<file path="src/rtl/name_entry_pkg.sv">
// Shared definitions for the high-score path: name entry, scoreboard and display.
// Holds the letter/score geometry and the name-entry state encodings.
package name_entry_pkg;

    localparam int ALPHABET_SIZE = 5;    // bits per letter code
    localparam int SCORE_SIZE    = 16;   // score width
    localparam int NAME_LEN      = 3;    // letters per name
    localparam int LETTER_COUNT  = 26;   // valid codes 0..LETTER_COUNT-1, 0 = 'A'

    typedef enum logic [1:0] {
        IDLE   = 2'd0,
        ENTRY  = 2'd1,
        COMMIT = 2'd2
    } state_t;

endpackage

</file>
<file path="src/rtl/name_entry_timer.sv">
// Idle timer for the initials-entry session.
// Counts cycles while not cleared, saturating at TIMEOUT_CYCLES-1, and raises
// o_timeout while the count sits at that value.
// Ports:
//   clk       in   system clock
//   rst       in   asynchronous active-low reset
//   i_clear   in   synchronous clear (button activity or not in entry)
//   o_timeout out  high while the count equals TIMEOUT_CYCLES-1
module name_entry_timer #(
    parameter int TIMEOUT_CYCLES = 1_000_000_000
) (
    input  logic clk,
    input  logic rst,
    input  logic i_clear,
    output logic o_timeout
);

    localparam int CNT_W = (TIMEOUT_CYCLES > 1) ? $clog2(TIMEOUT_CYCLES) : 1;
    localparam logic [CNT_W-1:0] LAST_COUNT = CNT_W'(TIMEOUT_CYCLES - 1);

    logic [CNT_W-1:0] r_count;

    always_ff @(posedge clk or negedge rst) begin
        if (!rst) begin
            r_count <= '0;
        end else if (i_clear) begin
            r_count <= '0;
        end else if (r_count != LAST_COUNT) begin
            r_count <= r_count + CNT_W'(1);
        end
    end

    assign o_timeout = (r_count == LAST_COUNT);

endmodule

</file>
<file path="src/rtl/name_entry.sv">
// Initials-entry front end for the high-score scoreboard.
// A game_over pulse with a score above the current 5th place opens a 3-letter
// entry session driven by button pulses; the session ends with a one-cycle
// insert of {score, initials}. Non-qualifying scores produce a skipped pulse.
// Ports:
//   clk, rst                        clock, asynchronous active-low reset
//   game_over, final_score          end-of-game pulse and its score
//   lowest_score                    current 5th-place score
//   btn_up/down/confirm/back        debounced single-cycle button pulses
//   entering, cursor, edit_string   live session state for the display
//   skipped                         pulse: score did not qualify
//   insert, new_score, new_string   commit to the scoreboard (held after insert)
module name_entry #(
    parameter int ALPHABET_SIZE  = name_entry_pkg::ALPHABET_SIZE,
    parameter int LETTER_COUNT   = name_entry_pkg::LETTER_COUNT,
    parameter int SCORE_SIZE     = name_entry_pkg::SCORE_SIZE,
    parameter int TIMEOUT_CYCLES = 1_000_000_000
) (
    input  logic                       clk,
    input  logic                       rst,
    input  logic                       game_over,
    input  logic [SCORE_SIZE-1:0]      final_score,
    input  logic [SCORE_SIZE-1:0]      lowest_score,
    input  logic                       btn_up,
    input  logic                       btn_down,
    input  logic                       btn_confirm,
    input  logic                       btn_back,
    output logic                       entering,
    output logic [1:0]                 cursor,
    output logic [3*ALPHABET_SIZE-1:0] edit_string,
    output logic                       skipped,
    output logic                       insert,
    output logic [SCORE_SIZE-1:0]      new_score,
    output logic [3*ALPHABET_SIZE-1:0] new_string
);

    import name_entry_pkg::*;

    localparam logic [ALPHABET_SIZE-1:0] LAST_LETTER = ALPHABET_SIZE'(LETTER_COUNT - 1);
    localparam logic [1:0]               LAST_POS    = 2'(NAME_LEN - 1);

    state_t                    r_state, w_state_next;
    logic [ALPHABET_SIZE-1:0]  r_letters [NAME_LEN];
    logic [ALPHABET_SIZE-1:0]  w_letters_next [NAME_LEN];
    logic [1:0]                r_cursor, w_cursor_next;
    logic [SCORE_SIZE-1:0]     r_score, w_score_next;
    logic                      w_skipped_next;
    logic                      r_entering, r_skipped, r_insert;
    logic [SCORE_SIZE-1:0]     r_new_score;
    logic [3*ALPHABET_SIZE-1:0] r_new_string, w_packed;
    logic                      w_any_btn, w_timeout, w_timer_clear;

    // Letter 0 (first entered) occupies the most significant field.
    for (genvar gi = 0; gi < NAME_LEN; gi++) begin : g_pack
        assign w_packed[(NAME_LEN-1-gi)*ALPHABET_SIZE +: ALPHABET_SIZE] = r_letters[gi];
    end

    assign w_any_btn     = btn_up | btn_down | btn_confirm | btn_back;
    // Held clear outside ENTRY so every session starts from zero.
    assign w_timer_clear = (r_state != ENTRY) || w_any_btn;

    name_entry_timer #(
        .TIMEOUT_CYCLES(TIMEOUT_CYCLES)
    ) u_timer (
        .clk      (clk),
        .rst      (rst),
        .i_clear  (w_timer_clear),
        .o_timeout(w_timeout)
    );

    always_comb begin
        w_state_next   = r_state;
        w_cursor_next  = r_cursor;
        w_score_next   = r_score;
        w_skipped_next = 1'b0;
        for (int i = 0; i < NAME_LEN; i++) begin
            w_letters_next[i] = r_letters[i];
        end

        case (r_state)
            IDLE: begin
                if (game_over) begin
                    w_score_next = final_score;
                    if (final_score > lowest_score) begin
                        w_state_next  = ENTRY;
                        w_cursor_next = '0;
                        for (int i = 0; i < NAME_LEN; i++) begin
                            w_letters_next[i] = '0;
                        end
                    end else begin
                        w_skipped_next = 1'b1;
                    end
                end
            end
            ENTRY: begin
                // One action per cycle: confirm > back > up > down > timeout.
                if (btn_confirm) begin
                    if (r_cursor == LAST_POS) begin
                        w_state_next = COMMIT;
                    end else begin
                        w_cursor_next = r_cursor + 2'd1;
                    end
                end else if (btn_back) begin
                    if (r_cursor != 2'd0) begin
                        w_cursor_next = r_cursor - 2'd1;
                    end
                end else if (btn_up || btn_down) begin
                    for (int i = 0; i < NAME_LEN; i++) begin
                        if (r_cursor == 2'(i)) begin
                            if (btn_up) begin
                                w_letters_next[i] = (r_letters[i] == LAST_LETTER) ?
                                    '0 : r_letters[i] + ALPHABET_SIZE'(1);
                            end else begin
                                w_letters_next[i] = (r_letters[i] == '0) ?
                                    LAST_LETTER : r_letters[i] - ALPHABET_SIZE'(1);
                            end
                        end
                    end
                end else if (w_timeout) begin
                    w_state_next = COMMIT;
                end
            end
            COMMIT: begin
                w_state_next  = IDLE;
                w_cursor_next = '0;
            end
            default: begin
                w_state_next  = IDLE;
                w_cursor_next = '0;
            end
        endcase
    end

    always_ff @(posedge clk or negedge rst) begin
        if (!rst) begin
            r_state      <= IDLE;
            r_cursor     <= '0;
            r_score      <= '0;
            r_entering   <= 1'b0;
            r_skipped    <= 1'b0;
            r_insert     <= 1'b0;
            r_new_score  <= '0;
            r_new_string <= '0;
            for (int i = 0; i < NAME_LEN; i++) begin
                r_letters[i] <= '0;
            end
        end else begin
            r_state    <= w_state_next;
            r_cursor   <= w_cursor_next;
            r_score    <= w_score_next;
            r_skipped  <= w_skipped_next;
            r_entering <= (w_state_next == ENTRY);
            r_insert   <= (w_state_next == COMMIT);
            for (int i = 0; i < NAME_LEN; i++) begin
                r_letters[i] <= w_letters_next[i];
            end
            // Letters do not change on the edge that enters COMMIT, so the
            // current packing is the final name.
            if (w_state_next == COMMIT) begin
                r_new_score  <= r_score;
                r_new_string <= w_packed;
            end
        end
    end

    assign entering    = r_entering;
    assign cursor      = r_cursor;
    assign edit_string = w_packed;
    assign skipped     = r_skipped;
    assign insert      = r_insert;
    assign new_score   = r_new_score;
    assign new_string  = r_new_string;

endmodule
</file>
<file path="config.mk">
export PLATFORM = sky130hd
export DESIGN_NAME = name_entry
export DESIGN_NICKNAME = d
export VERILOG_FILES = /design/src/rtl/name_entry_pkg.sv /design/src/rtl/name_entry_timer.sv /design/src/rtl/name_entry.sv
export SDC_FILE = /design/constraint.sdc
export NUM_CORES = 1
export LEC_CHECK = 0
export BUFFER_PORTS_ARGS = -buffer_cell sky130_fd_sc_hd__buf_2
export CAP_MARGIN = 20
export CORE_MARGIN = 5
export CORE_UTILIZATION = 40
export DETAILED_ROUTE_END_ITERATION = 16
export HOLD_SLACK_MARGIN = 0.15
export PLACE_DENSITY = 0.61
export REMOVE_ABC_BUFFERS = 1
export SETUP_SLACK_MARGIN = 0.2
export SYNTH_ARGS = -nofsm -noshare
export SYNTH_HDL_FRONTEND = slang
export SYNTH_SLANG_ARGS = --single-unit
</file>
<file path="constraint.sdc">
create_clock -name clk -period 3.8 [get_ports clk]
set_clock_uncertainty 0.05 [all_clocks]
set_input_delay 0.76 -clock clk [delete_from_list [all_inputs] [get_ports clk]]
set_output_delay 0.76 -clock clk [all_outputs]
set_load 0.05 [all_outputs]
</file>
==> qor.yml, run 1 <==
status: "completed"
cts.htree.levels: 3
crit_required_ps: 4030
dp_cells: 762
critPathLaunchType: "input port"
timing.final.crit_share_pct: 76.2
track_usage_pct: 15.8
syn_area_per_cell_um2: 10.5
root_buffer: "clkbuf_16"
worst-slew-pin-transition_ps: 1030
slew_violations: 0
ant_nets: 0
wl_per_cell_um: 15.4
io_pins: 90
dpl_cell_area_um2: 6000
final_area_um2: 6310
path_class: "in -> reg"
vias: 4076
max-slew-margin-rel_pct: 31.2
final_util_pct: 47.6
ctsResizeCount: 0
power_density_nw_per_um2: 767
synthesis.instances: 516
fp-row-count: 42
synth_area_leaders: "dfrtp_1, mux2_1, ha_1"
cts.path.max_buffers: 2
ys_seq_area_share_pct: 45.7
ir_drop_mv: 0.469
p_leak_uw: 0.00290
synthArstFlopShare_pct: 100
syn_to_final_growth_pct: 16.4
grt_max_degree: 50
hold_class: "in -> async"
synth.most_common_cell: "dfrtp_1"
worst-path-max-fanout: 11
grt_pass1_vias: 4164
critical-path-max-stage-delay_ps: 600
numCtsBuffers: 9
synth_ff_type: "dfrtp_1"
synth.top_cell.area_share_pct: 45.7
firstDrtPassIters: 4
clk_latency_ps: 350
ys_ff_latch: 99
die-area_um2: 16000
clk_pin_slew_ps: 70
port_buffers: 89
rsz0062_at_grt: "false"
wl_mm: 12.0
timing.fmax_ghz: 0.345
core-area_um2: 13200
finalNonFillerCells: 779
hold_buffers: 0
hold_slack_ps: 369
critical_path.top_delay_family: "simple AND/OR/NAND/NOR gates"
cts_tree: "done"
dp_hpwl_mm: 8.82
crit_buf_inv: 1
cp_slowest_cell: "or4_4"
path_cells: "buf_2, ha_1, nand4_2, or4_4, a21o_4, a31oi_4, and2_4, mux2_1, a21oi_2"
fin_tns_setup_ps: 0
final_net_count: 665
max-cap-violations: 0
post_cts_buffers: 0
synth_common_cells: "dfrtp_1, nor2_1, nand2_1, mux2_1, ha_1"
cts_sinks: 99
finalSetupViolations: 0
synth.distinct_cells: 57
dieHeight_um: 126
period_needed_ps: 2900
die_x_um: 126
drc_errors: 0
vias_per_cell: 5.23
synth_area_leader_cell: "dfrtp_1"
initial_core_util_pct: 40.9
endpoint_kind: "register"
synth_area_um2: 5420
grt_antenna_before_repair: 0
synth_warnings: 0
finalHoldViolCount: 0
drtIter0Drc: 193
cp.arrival_ps: 3120
grt_pass1_wl_mm: 20.8
synth_edf_count: 0
grt_overflow: 0
drive_gt1_share_pct: 24.1
gp_congestion: 0.877
-- metrics by stage --
step | power, uW | setup slack, ps
floorplan | 3360 | 815
finish | 4840 | 904
detailed placement | 3940 | 545
CTS | 4900 | 901
global placement | 3880 | 605
global route | 5150 | 808
-- routing by layer --
layer	global-route usage [%]	vias to the layer above	wire length (um)
li1	-	1971	-
met4	4.92	0	155
met1	20.3	1996	5370
met2	24.4	98	5570
met3	6.35	11	861
met5	0	-	0
-- sequential cells by signal, indices dropped and copies added (netlist names) --
register / cells
cursor: 2
edit_string: 15
entering: 1
insert: 1
new_score: 16
new_string: 15
r_score: 16
r_state: 2
skipped: 1
u_timer.r_count: 30
-- final timing paths --
path,start,endpoint,slack [ps],depth (start not counted)
worst max-delay path,final_score[15],edit_string[5]$_DFFE_PN0P_,900,9
worst min-delay path,rst,u_timer.r_count[27]$_DFFE_PN0P_,370,1
worst max register to register,u_timer.r_count[10]$_DFFE_PN0P_,new_score[0]$_DFFE_PN0N_,1050,8
worst min register to register,new_string[14]$_DFFE_PN0N_,new_string[14]$_DFFE_PN0N_,430,1
max in group asynchronous,rst,u_timer.r_count[5]$_DFFE_PN0P_,2540,2
min in group clk,new_string[14]$_DFFE_PN0N_,new_string[14]$_DFFE_PN0N_,430,1
-- layout make-up --
cell class | instances | area, um^2
multi-input cells | 366 | 2710
diodes | 1 | 2.50
flip-flops and latches | 99 | 2480
repair buffers | 93 | 490
clock inverters | 6 | 65.1
well taps | 176 | 220
fillers | 1260 | 6940
inverters | 28 | 105
clock buffers | 10 | 239
-- power breakdown --
part / internal, uW / leakage (uW) / switching [uW]
logic: 722 / 0.00147 / 1520
registers: 1380 / 0.00128 / 286
clock network: 528 / 0.000148 / 398
total: 2630 / 0.00290 / 2210
-- logic make-up (layout without fill, tap and decap cells) --
logic type / after synthesis / count (layout) / synth area share, %
and+or+nand+nor: 178 / 178 / 17.2
DFF: 99 / 99 / 45.7
AOI/OAI and AO/OA: 70 / 70 / 9.06
muxes: 55 / 55 / 11.4
buffers and inverters: 51 / 137 / 4.39
xor gates and xnor gates: 34 / 34 / 5.50
adders and majority gates: 29 / 29 / 6.70
other: 0 / 1 / 0
-- layout by cell type (no fill, tap or decap), drive strengths merged, types with 15 or more instances in the layout --
cell / netlist / layout
nand3: 16 / 16
nor2: 51 / 51
buf: 9 / 93
ha: 29 / 29
xnor2: 17 / 17
a21oi: 21 / 21
nand2: 37 / 37
xor2: 17 / 17
o21ai: 18 / 18
dfrtp: 99 / 99
nor3: 15 / 15
inv: 28 / 28
mux2: 51 / 51
(Power assumes the default switching activity.)
==> inputs of run 2 (changes only) <==
- PLACE_DENSITY: 0.61 -> 0.63
- clock period: 3.8 -> 2.4 ns (I/O delays scaled with it)
==> qor.yml, run 2 (same netlist as run 1, synthesis figures left out) <==
holdPathEnd: "r_score[11]$_DFFE_PN0P_"
r2r_setup_slack_ps: -10
ir_drop_mv: 0.656
status: "complete, but fails checks"
endpoint_kind: "register"
r2r_end: "new_string[4]$_DFFE_PN0N_"
syn_to_final_growth_pct: 31.9
fp-row-count: 42
io_pins: 90
final_util_pct: 54.0
path_class: "in -> reg"
cp.arrival_ps: 2650
final_net_count: 713
firstDrtPassIters: 4
finalSetupViolations: 7
worst-path-max-fanout: 5
period_needed_ps: 2430
core-area_um2: 13200
layout_common_cells: "dfrtp_1, buf_2, nor2_1"
numCtsBuffers: 9
initial_core_util_pct: 40.9
max-cap-violations: 0
die_x_um: 126
holdPathStages: 2
dieHeight_um: 126
finalHoldViolCount: 0
vias_per_cell: 5.27
drc_errors: 0
hold_class: "in -> reg"
vias: 4354
drive_gt1_share_pct: 40.4
critPathLaunchType: "input port"
cts.htree.levels: 3
die-area_um2: 16000
final_area_um2: 7150
min-delay-start: "final_score[11]"
dpl_cell_area_um2: 6260
timing.fmax_ghz: 0.412
rsz0062_at_grt: "true"
cts.path.max_buffers: 2
largest_register_ffs: 30
track_usage_pct: 16.9
timing.final.crit_share_pct: 101
crit_required_ps: 2620
slew_violations: 0
gp_congestion: 0.864
cts_sinks: 99
clk_latency_ps: 350
ant_nets: 0
regMostFlops: "u_timer.r_count"
cts_tree: "done"
violations: "negative setup slack"
grt_antenna_before_repair: 3
p_leak_uw: 0.00327
wl_mm: 13.7
clk_pin_slew_ps: 60
grt_max_degree: 47
r2r-start: "u_timer.r_count[22]$_DFFE_PN0P_"
grt_overflow: 0
power_density_nw_per_um2: 1180
final_common_cell: "dfrtp_1"
max-slew-margin-rel_pct: 53.6
dp_hpwl_mm: 9.42
grt_pass1_vias: 4564
port_buffers: 89
fin_ws_ps: -28.5
root_buffer: "clkbuf_16"
worst-slew-pin-transition_ps: 691
r2r_cells: 9
wl_per_cell_um: 16.5
grt_pass1_wl_mm: 22.3
drtIter0Drc: 138
## run 2: changes by cell type in the layout (fill, tap and decap cells not counted), sizes merged
| cell | change |
|---|---|
| clkinvlp | +1 |
| clkinv | -2 |
| clkbuf | +3 |
| dlygate4sd3 | +1 |
| bufinv | -1 |
| buf | +45 |
## run 2: per-layer routing
layer	part of all wire [%]	up-vias	global-route usage, %
met5	0.19	-	0
met3	7.4	27	6.64
met2	47	112	27.2
met1	43	2155	21.3
li1	-	2056	-
met4	1.9	4	4.29
## run 2: how the worst max path moves through the flow
stage / start / endpoint / slack (ps) / cells past startpoint
6_report: lowest_score[10] / edit_string[0]$_DFFE_PN0P_ / -30 / 10
5_1_grt: u_timer.r_count[22]$_DFFE_PN0P_ / new_string[12]$_DFFE_PN0N_ / -100 / 9
4_1_cts: final_score[10] / edit_string[0]$_DFFE_PN0P_ / 9 / 9
3_5_place_dp: lowest_score[14] / edit_string[0]$_DFFE_PN0P_ / -500 / 10
3_3_place_gp: final_score[15] / edit_string[5]$_DFFE_PN0P_ / -390 / 9
2_1_floorplan: lowest_score[15] / edit_string[5]$_DFFE_PN0P_ / -310 / 9
## run 2: layout make-up
cell class              count  area [um^2]
inverters                  28          110
clock buffers              11          233
diodes                      1         2.50
fillers                  1153         6100
flip-flops and latches     99         2480
clock inverters             4         28.8
well taps                 176          220
repair buffers            141         1020
multi-input cells         366         3050
## run 2: repair_timing
| action | CTS | global route |
|---|---|---|
| setup endpoints to repair | 49 | 61 |
| buffers inserted | 5 | 8 |
| hold buffers | 1 | 0 |
| hold endpoints to repair | 36 | 0 |
| resized for setup | 62 | 45 |
| gates cloned | 0 | 2 |
| pin swaps | 17 | 15 |
## run 2: worst max-delay path: stages
cell and delay [ps]:
buf_6 70, inv_4 30, ha_4 260, nand4_1 140
or4_4 590, a21o_4 220, a31oi_4 180, and2_4 220
mux2_4 310, a21oi_2 140
## run 2: metrics by stage
stage	hold slack [ps]	setup slack [ps]	setup TNS (ps)	std cells	power (uW)
floorplan	134	-305	-8690	493	5320
global placement	413	-394	-5520	794	6330
detailed placement	421	-499	-6950	794	6460
CTS	314	8.65	0	815	8150
global route	314	-96.9	-2420	826	8950
finish	329	-28.5	-90.7	826	8460
## run 2: power breakdown
part | switching [uW] | total (uW) | internal, uW | leakage (uW)
Combinational | 2710 | 4450 | 1740 | 0.00186
Sequential | 504 | 2690 | 2190 | 0.00128
Clock | 614 | 1310 | 698 | 0.000122
